<file path="src/rtl/ps2_pkg.sv">
// ps2_pkg
// Shared definitions for the PS/2 keyboard front end of the 2048 game.
//   - Scancode bytes used by the direction decoder (extended prefix, break
//     prefix, the four arrow keys and the 'S' start key).
//   - Bit positions of each direction inside the 4-bit {up,down,left,right}
//     request/held vectors.
//   - State encodings for the frame receiver and the scancode decoder.
//   - arrow_mask(): maps an arrow scancode to its one-hot direction mask.
package ps2_pkg;

    localparam logic [7:0] SC_EXT   = 8'hE0;
    localparam logic [7:0] SC_BRK   = 8'hF0;
    localparam logic [7:0] SC_UP    = 8'h75;
    localparam logic [7:0] SC_DOWN  = 8'h72;
    localparam logic [7:0] SC_LEFT  = 8'h6B;
    localparam logic [7:0] SC_RIGHT = 8'h74;
    localparam logic [7:0] SC_S     = 8'h1B;

    localparam int DIR_UP    = 3;
    localparam int DIR_DOWN  = 2;
    localparam int DIR_LEFT  = 1;
    localparam int DIR_RIGHT = 0;

    typedef enum logic [1:0] {
        FRAME_IDLE,
        FRAME_DATA,
        FRAME_PARITY,
        FRAME_STOP
    } frame_state_t;

    typedef enum logic [1:0] {
        DEC_BASE,
        DEC_EXT,
        DEC_BRK,
        DEC_EXT_BRK
    } dec_state_t;

    // Returns the one-hot direction mask for an arrow scancode, or zero when
    // the byte is not one of the four arrow keys.
    function automatic logic [3:0] arrow_mask(input logic [7:0] sc);
        logic [3:0] mask;
        mask = '0;
        case (sc)
            SC_UP:    mask[DIR_UP]    = 1'b1;
            SC_DOWN:  mask[DIR_DOWN]  = 1'b1;
            SC_LEFT:  mask[DIR_LEFT]  = 1'b1;
            SC_RIGHT: mask[DIR_RIGHT] = 1'b1;
            default:  mask = '0;
        endcase
        return mask;
    endfunction

endpackage

</file>
<file path="src/rtl/ps2_frame_rx.sv">
// ps2_frame_rx
// Receives device-to-host PS/2 frames (start, 8 data bits LSB first, odd
// parity, stop) and presents each good byte as a one-cycle code_valid pulse.
// Ports:
//   clock       in   system clock
//   reset       in   synchronous, active-high
//   ps2_clk     in   PS/2 clock from the keyboard (asynchronous)
//   ps2_dat     in   PS/2 data from the keyboard (asynchronous)
//   code        out  last good byte received
//   code_valid  out  one-cycle pulse, code has just been updated
//   frame_err   out  one-cycle pulse on parity, stop or timeout failure
module ps2_frame_rx
    import ps2_pkg::*;
#(
    parameter int CLK_HZ     = 50_000_000,
    parameter int TIMEOUT_US = 2000,
    parameter int FILTER_LEN = 8
) (
    input  logic       clock,
    input  logic       reset,
    input  logic       ps2_clk,
    input  logic       ps2_dat,
    output logic [7:0] code,
    output logic       code_valid,
    output logic       frame_err
);

    localparam int TIMEOUT_CYCLES = (CLK_HZ / 1_000_000) * TIMEOUT_US;
    localparam int TW = $clog2(TIMEOUT_CYCLES + 1);
    localparam int FW = $clog2(FILTER_LEN + 1);

    logic [1:0]    clk_sync;
    logic [1:0]    dat_sync;
    logic          clk_s;
    logic          dat_s;
    logic          filt_clk;
    logic [FW-1:0] filt_cnt;
    logic          strobe;

    frame_state_t  state, state_next;
    logic [2:0]    bit_cnt, bit_cnt_next;
    logic [7:0]    shift_reg, shift_next;
    logic [TW-1:0] timer, timer_next;
    logic [7:0]    code_next;
    logic          code_valid_next;
    logic          frame_err_next;

    // Synchronisers reset to 1 because an idle PS/2 bus floats high.
    always_ff @(posedge clock) begin
        if (reset) begin
            clk_sync <= 2'b11;
            dat_sync <= 2'b11;
        end else begin
            clk_sync <= {clk_sync[0], ps2_clk};
            dat_sync <= {dat_sync[0], ps2_dat};
        end
    end

    assign clk_s = clk_sync[1];
    assign dat_s = dat_sync[1];

    // The filtered clock only follows the synchronised clock once it has
    // disagreed for FILTER_LEN consecutive samples; any agreeing sample
    // restarts the count, so short glitches never reach the frame FSM.
    always_ff @(posedge clock) begin
        if (reset) begin
            filt_clk <= 1'b1;
            filt_cnt <= '0;
        end else if (clk_s == filt_clk) begin
            filt_cnt <= '0;
        end else if (filt_cnt == FW'(FILTER_LEN - 1)) begin
            filt_clk <= clk_s;
            filt_cnt <= '0;
        end else begin
            filt_cnt <= filt_cnt + 1'b1;
        end
    end

    // Strobe fires in the same cycle the filtered clock is about to fall.
    assign strobe = filt_clk & ~clk_s & (filt_cnt == FW'(FILTER_LEN - 1));

    always_ff @(posedge clock) begin
        if (reset) begin
            state      <= FRAME_IDLE;
            bit_cnt    <= '0;
            shift_reg  <= '0;
            timer      <= '0;
            code       <= '0;
            code_valid <= 1'b0;
            frame_err  <= 1'b0;
        end else begin
            state      <= state_next;
            bit_cnt    <= bit_cnt_next;
            shift_reg  <= shift_next;
            timer      <= timer_next;
            code       <= code_next;
            code_valid <= code_valid_next;
            frame_err  <= frame_err_next;
        end
    end

    // One frame step per strobe. The gap timer runs only inside a frame and
    // is restarted by every strobe; expiry aborts the frame like any other
    // framing error.
    always_comb begin
        state_next      = state;
        bit_cnt_next    = bit_cnt;
        shift_next      = shift_reg;
        timer_next      = timer;
        code_next       = code;
        code_valid_next = 1'b0;
        frame_err_next  = 1'b0;

        case (state)
            FRAME_IDLE: begin
                timer_next = '0;
                if (strobe && !dat_s) begin
                    state_next   = FRAME_DATA;
                    bit_cnt_next = '0;
                end
            end
            FRAME_DATA: begin
                if (strobe) begin
                    shift_next   = {dat_s, shift_reg[7:1]};
                    bit_cnt_next = bit_cnt + 1'b1;
                    if (bit_cnt == 3'd7) begin
                        state_next = FRAME_PARITY;
                    end
                end
            end
            FRAME_PARITY: begin
                if (strobe) begin
                    if ((^shift_reg) ^ dat_s) begin
                        state_next = FRAME_STOP;
                    end else begin
                        state_next     = FRAME_IDLE;
                        frame_err_next = 1'b1;
                    end
                end
            end
            FRAME_STOP: begin
                if (strobe) begin
                    state_next = FRAME_IDLE;
                    if (dat_s) begin
                        code_next       = shift_reg;
                        code_valid_next = 1'b1;
                    end else begin
                        frame_err_next = 1'b1;
                    end
                end
            end
            default: begin
                state_next = FRAME_IDLE;
            end
        endcase

        if (state != FRAME_IDLE) begin
            if (strobe) begin
                timer_next = '0;
            end else if (timer == TW'(TIMEOUT_CYCLES - 1)) begin
                timer_next     = '0;
                state_next     = FRAME_IDLE;
                frame_err_next = 1'b1;
            end else begin
                timer_next = timer + 1'b1;
            end
        end
    end

endmodule

</file>
<file path="src/rtl/ps2_direction_rx.sv">
// ps2_direction_rx
// PS/2 keyboard front end for the 2048 game. Decodes make/break scancodes
// into arrow-key direction requests and a start request, held sticky until
// the slow game domain acknowledges them.
// Ports:
//   clock       in   system clock (CLOCK_50)
//   reset       in   synchronous, active-high
//   ps2_clk     in   PS/2 clock from the keyboard (asynchronous)
//   ps2_dat     in   PS/2 data from the keyboard (asynchronous)
//   dir_ack     in   one-cycle pulse, clears dir_req and start_req
//   dir_req     out  sticky one-hot request {up,down,left,right}
//   dir_held    out  arrows currently held down, same bit order
//   start_req   out  sticky request set by the 'S' make code
//   code        out  last good scancode byte
//   code_valid  out  one-cycle pulse, code updated
//   frame_err   out  one-cycle pulse on a framing failure
module ps2_direction_rx
    import ps2_pkg::*;
#(
    parameter int CLK_HZ     = 50_000_000,
    parameter int TIMEOUT_US = 2000,
    parameter int FILTER_LEN = 8
) (
    input  logic       clock,
    input  logic       reset,
    input  logic       ps2_clk,
    input  logic       ps2_dat,
    input  logic       dir_ack,
    output logic [3:0] dir_req,
    output logic [3:0] dir_held,
    output logic       start_req,
    output logic [7:0] code,
    output logic       code_valid,
    output logic       frame_err
);

    dec_state_t dec_state, dec_next;
    logic [3:0] req_next;
    logic [3:0] held_next;
    logic       start_next;
    logic [3:0] arrow;

    ps2_frame_rx #(
        .CLK_HZ     (CLK_HZ),
        .TIMEOUT_US (TIMEOUT_US),
        .FILTER_LEN (FILTER_LEN)
    ) u_frame_rx (
        .clock      (clock),
        .reset      (reset),
        .ps2_clk    (ps2_clk),
        .ps2_dat    (ps2_dat),
        .code       (code),
        .code_valid (code_valid),
        .frame_err  (frame_err)
    );

    always_ff @(posedge clock) begin
        if (reset) begin
            dec_state <= DEC_BASE;
            dir_req   <= '0;
            dir_held  <= '0;
            start_req <= 1'b0;
        end else begin
            dec_state <= dec_next;
            dir_req   <= req_next;
            dir_held  <= held_next;
            start_req <= start_next;
        end
    end

    // The acknowledge clear is applied first so that a make arriving in the
    // same cycle overwrites it and the new request survives. A make for an
    // arrow already held is a typematic repeat and is ignored.
    always_comb begin
        dec_next   = dec_state;
        req_next   = dir_ack ? 4'b0000 : dir_req;
        start_next = dir_ack ? 1'b0 : start_req;
        held_next  = dir_held;
        arrow      = arrow_mask(code);

        if (code_valid) begin
            case (dec_state)
                DEC_BASE: begin
                    if (code == SC_EXT) begin
                        dec_next = DEC_EXT;
                    end else if (code == SC_BRK) begin
                        dec_next = DEC_BRK;
                    end else if (code == SC_S) begin
                        start_next = 1'b1;
                    end
                end
                DEC_EXT: begin
                    dec_next = DEC_BASE;
                    if (code == SC_BRK) begin
                        dec_next = DEC_EXT_BRK;
                    end else if ((arrow != 4'b0000) && ((dir_held & arrow) == 4'b0000)) begin
                        req_next  = arrow;
                        held_next = dir_held | arrow;
                    end
                end
                DEC_BRK: begin
                    dec_next = DEC_BASE;
                end
                DEC_EXT_BRK: begin
                    dec_next  = DEC_BASE;
                    held_next = dir_held & ~arrow;
                end
                default: begin
                    dec_next = DEC_BASE;
                end
            endcase
        end else if (frame_err) begin
            // A broken frame loses any half-received prefix sequence.
            dec_next = DEC_BASE;
        end
    end

endmodule
</file>
<file path="config.mk">
export PLATFORM = sky130hd
export DESIGN_NAME = ps2_direction_rx
export DESIGN_NICKNAME = d
export VERILOG_FILES = /design/src/rtl/ps2_pkg.sv /design/src/rtl/ps2_frame_rx.sv /design/src/rtl/ps2_direction_rx.sv
export SDC_FILE = /design/constraint.sdc
export NUM_CORES = 1
export LEC_CHECK = 0
export BUFFER_PORTS_ARGS = -buffer_cell sky130_fd_sc_hd__buf_2
export CAP_MARGIN = 20
export CORE_AREA = 2 2 85 87
export CTS_CLUSTER_DIAMETER = 100
export CTS_CLUSTER_SIZE = 16
export DETAILED_ROUTE_END_ITERATION = 12
export DIE_AREA = 0 0 87 89
export PLACE_DENSITY = 0.7
export SLEW_MARGIN = 5
export SYNTH_ARGS = -nofsm -noshare
export SYNTH_HDL_FRONTEND = slang
export SYNTH_HIERARCHICAL = 1
export SYNTH_SLANG_ARGS = --single-unit
</file>
<file path="constraint.sdc">
create_clock -name clock -period 2.24 [get_ports clock]
set_input_delay 0.112 -clock clock [delete_from_list [all_inputs] [get_ports clock]]
set_output_delay 0.112 -clock clock [all_outputs]
set_load 0.02 [all_outputs]
</file>
==> results by group, run 1 <==
Status
  – Status: completed

Critical path
  – Largest fanout on the critical path: 9
  – CP arrival: 2.05 ns
  – Reg2reg start: u_frame_rx/filt_cnt[0]
  – Crit Path Class: reg -> reg
  – Req. time, crit path: 2.46 ns
  – Startpoint Class: flip-flop
  – Register-to-Register Path Depth: 7
  – CP startpoint: u_frame_rx/filt_cnt[0]
  – CP endpoint kind: flip-flop

Clock tree
  – H-Tree Depth: 3
  – Clock transition at path regs: 0.07 ns
  – Clk_lat worst skew: 0.34 ns
  – Max Root-Sink Buffers: 2
  – CTS tree: built
  – Cts bufs inserted: 9
  – Root Driver: clkbuf_8
  – Setup bufs post-CTS: 0
  – Num Clock Sinks: 60

Floorplan
  – Die ar.: 7743 µm²
  – CORE AREA: 6719 µm²
  – Initial Utilization: 0.4104
  – Num ports: 24
  – Die Span Y: 89 µm
  – Rows: 30
  – Die width: 87 µm

Drt
  – DR vias: 2073
  – Residual DRC: 0
  – Vias per cell: 5.144
  – DRT iter0 DRCs: 101
  – Routed WL per cell: 12.67 µm
  – Final WL: 5.107 mm
  – 1st-pass router iterations: 4
  – ANT nets after route: 0

Power
  – Peak VDD IR: 0.4095 mV
  – Combinational power share: 0.014
  – Sequential share of power: 0.471
  – Clock power share: 0.515
  – Pwr dens: 712.9 nW/µm²
  – Psw: 433.9 µW
  – Total power: 2.277 mW
  – Internal power: 1.843 mW
  – Lkg Pwr: 1.228 nW
  – Switching share of total power: 0.1906

Logic synthesis
  – Post-Syn Area: 2758 µm²
  – Synth top area share: 0.4356
  – Top cells by area, synth: dfxtp_1 (44%), mux2i_1 (8.3%), nor2_1 (6.5%), xor2_1 (3.8%), nand2_1 (2.6%)
  – Number of enable flip-flop cells after synthesis: 0
  – Ys flop type: dfxtp_1
  – Mapped Avg Cell Area: 9.476 µm²
  – Yosys reg bits: 60
  – Synth Net Count: 301
  – Register area share after synthesis: 0.4356
  – Post-Syn Instances: 291
  – Yosys top cell by area: dfxtp_1
  – Synth unique cells: 48
  – Ys async rst share: 0
  – Yosys warns: 6

Final layout
  – Reg area: 1201 µm²
  – Layout cells sized above 1: 0.1765
  – Final net count: 329
  – Number of flip-flops in the largest register: 17
  – Area Growth Syn to Fin: 15.83%
  – Commonest non-fill, non-tap cell in the layout: dfxtp_1
  – Fillers: 646
  – Ant diodes: 0
  – Multi-input logic area: 1475 µm²
  – Most frequent cells in the layout: dfxtp_1 (60), nor2_1 (48), mux2i_1 (23), buf_2 (23), nand2_1 (19)

STA
  – Setup Viol. Count Final: 0
  – Max Freq: 547.3 MHz
  – Final Hold Fails: 0
  – Crit path time final: 1.827 ns
  – Fin crit share: 0.8157
  – Max-slew violations: 0
  – RSZ-0062 raised after global routing: false
  – Fin Setup TNS: 0 ns
  – Slew margin rel.: 0.5875
  – Setup Skew: 0.008007 ns
  – Worst slew pin tran: 0.6170 ns

GRT
  – Number of global-route vias before repair: 1852
  – Largest net degree at the start of global routing: 42
  – Total gr overflow: 0
  – First-pass GRT wire length: 8.618 mm
  – Initial antenna violation count: 0
  – Total Routing Usage GR: 0.1443

Placement
  – Number of port buffers: 23
  – Routability cong.: 0.8103
  – Dpl hpwl: 3.462 mm

Run
  – Max-Cap Viols: 0

Worst hold path
  – Beginning of the worst hold path: dir_ack
  – Depth of the worst hold-timing path: 4
  – Worst hold path type: in -> reg
==> final cells by class <==
cell class	instances	share of cell area
well taps	80	0.03134
clock inverters	5	0.03134
inverters	6	0.007051
flip-flops and latches	60	0.3760
clock buffers	10	0.04309
repair buffers	28	0.04935
multi-input cells	214	0.4618
==> path summary, 6_finish.rpt <==
kind / endpoint / slack [ns]
worst min-delay path: start_req / 0.11
worst max register to register: u_frame_rx/code[2] / 0.41
worst min register to register: u_frame_rx/clk_sync[1] / 0.41
worst max-delay path: u_frame_rx/code[2] / 0.41
==> cell usage after synthesis (all sizes together), types with 6 or more instances <==
| master | count |
|---|---|
| dfxtp | 60 |
| inv | 6 |
| a21oi | 11 |
| nand4 | 6 |
| xor2 | 12 |
| nor2 | 48 |
| mux2i | 23 |
| nor3 | 8 |
| xnor2 | 7 |
| o21ai | 11 |
| buf | 7 |
| nand3 | 12 |
| nand2 | 19 |
| or2 | 7 |
==> through the flow <==
stage	setup WS, ns	util	hold WS, ns	instances	instance area [µm²]
finish	0.4128	0.4754	0.1141	403	3194
global route	0.2010	0.4754	0.1056	403	3194
CTS	0.4053	0.4754	0.09531	403	3194
detailed placement	0.4193	0.4371	0.2961	386	2937
global placement	0.4365	0.4371	0.2941	386	2937
floorplan	0.5598	-	0.2158	291	2758
==> per-layer routing <==
| layer | track usage | routed length (µm) | vias to the layer above |
|---|---|---|---|
| met4 | 0.05682 | 79 | 0 |
| met1 | 0.1865 | 2538 | 952 |
| met3 | 0.06187 | 258 | 10 |
| li1 | - | - | 1071 |
| met2 | 0.2130 | 2230 | 40 |
| met5 | 0 | 0 | - |
==> critical path, cell delays in order, from the launching register on <==
cell and delay, ns:
dfxtp_1 0.35, ha_1 0.26, nand2_1 0.15, nor3b_4 0.39
nand4_1 0.14, buf_4 0.21, mux2i_1 0.17, nor2_1 0.05
==> power groups by stage <==
stage	clock network, mW	logic, mW	registers [mW]
final	1.17	0.0321	1.07
after global routing	1.27	0.0361	1.07
after CTS	1.21	0.0324	1.07
after detailed placement	0	0.0297	1.10
after global placement	0	0.0289	1.10
after floorplan	0	0.0203	1.10
==> repair_timing <==
| action | in CTS | in global routing |
|---|---|---|
| endpoints found under the hold margin | 2 | 0 |
| hold buffers | 2 | 0 |
| resized for setup | 0 | 0 |
==> cells by family (layout without fill, tap and decap cells) <==
group / count (synthesis) / in the layout / share of synthesized area
and+or+nand+nor: 131 / 131 / 0.2645
DFF: 60 / 60 / 0.4356
AOI/OAI and AO/OA: 34 / 34 / 0.08757
muxes: 23 / 23 / 0.08348
xor gates and xnor gates: 21 / 21 / 0.07668
buffers and inverters: 17 / 49 / 0.02949
adders and majority gates: 5 / 5 / 0.02269
(Power assumes the default switching activity.)
==> run 2, diff against run 1 <==
- clock period: 2.24 -> 1.8 ns (I/O delays scaled with it)
==> results by group, run 2 (synthesis gave the netlist of run 1 again) <==
Status
  – Status: completed

GRT
  – Met1 Track Usage GR: 0.1846 (-0.001922)
  – Global routing's busiest layer: met2
  – Initial antenna violation count: 0 (unchanged)
  – Total gr overflow: 0 (unchanged)
  – Number of global-route vias before repair: 2022 (+9.2%)
  – Largest net degree at the start of global routing: 24 (-43%)
  – First-pass GRT wire length: 9.218 mm (+7.0%)
  – Total Routing Usage GR: 0.1555 (+0.01123)
  – GR Layer Usage met2: 0.2533 (+0.04025)
  – Met3 Track Usage GR: 0.06648 (+0.004617)

Placement
  – Pre-CTS setup slack: 0.06972 ns (-0.3495 ns)
  – Number of port buffers: 23 (unchanged)
  – Routability cong.: 0.8597 (+6.1%)
  – Dpl hpwl: 3.864 mm (+12%)

Final layout
  – Layout cells sized above 1: 0.2173 (+0.04079)
  – Ant diodes: 0 (unchanged)
  – Fillers: 646 (unchanged)
  – Area Growth Syn to Fin: 17.33%
  – Most frequent cells in the layout: dfxtp_1 (58), nor2_1 (48), mux2i_1 (23), buf_2 (23), nand2_1 (19)
  – Commonest non-fill, non-tap cell in the layout: dfxtp_1
  – Number of flip-flops in the largest register: 17 (unchanged)
  – Final net count: 341 (+3.6%)

Drt
  – Residual DRC: 0 (unchanged)
  – DR vias: 2151 (+3.8%)
  – 1st-pass router iterations: 4 (unchanged)
  – Vias per cell: 5.171 (+0.52%)
  – Routed WL per cell: 13.07 µm (+3.1%)
  – ANT nets after route: 0 (unchanged)
  – DRT iter0 DRCs: 94 (-6.9%)
  – Final WL: 5.436 mm (+6.4%)

STA
  – Setup Skew: 0.01071 ns (+0.002702 ns)
  – Final Hold Fails: 0 (unchanged)
  – Final WS setup: 0.1137 ns (-0.2992 ns)
  – Max-slew violations: 0 (unchanged)
  – Fin Setup TNS: 0 ns (unchanged)
  – Slew margin rel.: 0.7549 (+0.1674)
  – RSZ-0062 raised after global routing: false
  – Fin crit share: 0.9369 (+0.1212)
  – Crit path time final: 1.686 ns (-0.1408 ns)
  – Max Freq: 593.0 MHz (+8.4%)
  – Worst slew pin tran: 0.3667 ns (-0.2503 ns)
  – Setup Viol. Count Final: 0 (unchanged)

Clock tree
  – Num Clock Sinks: 60 (unchanged)
  – CTS tree: built
  – H-Tree Depth: 3 (unchanged)
  – Max Root-Sink Buffers: 2 (unchanged)
  – Cts bufs inserted: 9 (unchanged)
  – Clk_lat worst skew: 0.35 ns (about the same)
  – Clock transition at path regs: 0.07 ns (about the same)
  – Root Driver: clkbuf_8

Critical path
  – CP arrival: 1.96 ns (-0.09 ns)
  – Startpoint Class: flip-flop
  – Req. time, crit path: 2.08 ns (-0.38 ns)
  – Largest fanout on the critical path: 8 (-1)
  – R2r setup slk: 0.11 ns (-0.30 ns)
  – CP max stage cell: dfxtp_1
  – Worst-path cell chain: nor4b_2 -> a31o_4 -> a211oi_4 -> a21boi_4 -> mux2i_1
  – Crit-path max cell delay: 0.39 ns (about the same)
  – Crit Path Class: reg -> reg
  – CP endpoint kind: flip-flop

Floorplan
  – Die width: 87 µm (unchanged)
  – CORE AREA: 6719 µm² (unchanged)
  – Initial Utilization: 0.4104 (unchanged)
  – Die ar.: 7743 µm² (unchanged)
  – Num ports: 24 (unchanged)
  – Rows: 30 (unchanged)
  – Die Span Y: 89 µm (unchanged)

Power
  – Lkg Pwr: 1.254 nW (+2.1%)
  – Pwr dens: 746.3 nW/µm² (+4.7%)
  – Peak VDD IR: 0.3884 mV (-5.2%)

Worst hold path
  – Worst hold path type: in -> reg

Run
  – Max-Cap Viols: 0 (unchanged)
-- run 2: cell count changes in the layout (fill, tap and decap cells not counted), moves of 2 or more --
| cell | previous run | this run |
|---|---|---|
| buf_4 | 3 | 14 |
| bufinv_16 | 3 | 0 |
| clkinv_2 | 2 | 4 |
| dfxtp_1 | 60 | 58 |
| dfxtp_2 | 0 | 2 |
-- run 2: worst paths after layout --
check                         startpoint                      to  cells past startpoint
setup / recovery      u_frame_rx/code[1]              dir_req[0]                      5
hold / removal                   dir_ack              dir_req[1]                      4
hold reg to reg   u_frame_rx/clk_sync[0]  u_frame_rx/clk_sync[1]                      1
setup reg to reg      u_frame_rx/code[1]              dir_req[0]                      5
-- run 2: cell type report --
| class | count | area (µm²) | area share |
|---|---|---|---|
| timing repair buffer | 40 | 251.5 | 0.07773 |
| sequential | 60 | 1204 | 0.3720 |
| clock inverter | 5 | 27.53 | 0.008507 |
| inverter | 6 | 22.52 | 0.006961 |
| clock buffer | 11 | 141.4 | 0.04370 |
| tap | 80 | 100.1 | 0.03094 |
| multi-input combinational | 214 | 1489 | 0.4602 |
-- run 2: through the flow --
step           std cells  cell area [µm²]  hold slack (ns)  utilization  power [mW]
2_1_floorplan        291             2758           0.1938            -       1.389
3_3_place_gp         396             3012           0.2762       0.4482       1.403
3_5_place_dp         396             3012           0.2766       0.4482       1.404
4_1_cts              414             3201          0.04783       0.4764       2.453
5_1_grt              416             3236          0.08582       0.4816       2.523
6_report             416             3236          0.06787       0.4816       2.415
-- run 2: layer usage --
metal,share of wire,up-vias
li1,-,1098
met1,0.47,1004
met2,0.47,40
met3,0.048,9
met4,0.012,0
met5,0,-
-- run 2: timing repair --
item                                    4_1_cts  5_1_grt
gates resized for setup                       0        5
setup buffers                                 0        1
endpoints found under the setup margin        0        9
endpoints found under the hold margin         2        0
hold buffers                                  2        0
-- run 2: report_power, final --
| part | switching (mW) | leakage (nW) | internal, mW |
|---|---|---|---|
| clock network | 0.512 | 0.0889 | 0.526 |
| logic | 0.0239 | 0.680 | 0.0182 |
| registers | 0.00235 | 0.485 | 1.33 |
| total | 0.538 | 1.25 | 1.88 |
-- run 2: critical path: cells and delay by family (launching register included) --
kind / cells / cell delay, ns
DFF: 1 / 0.39
and+or+nand+nor: 1 / 0.21
AOI/OAI and AO/OA: 3 / 0.81
muxes: 1 / 0.21
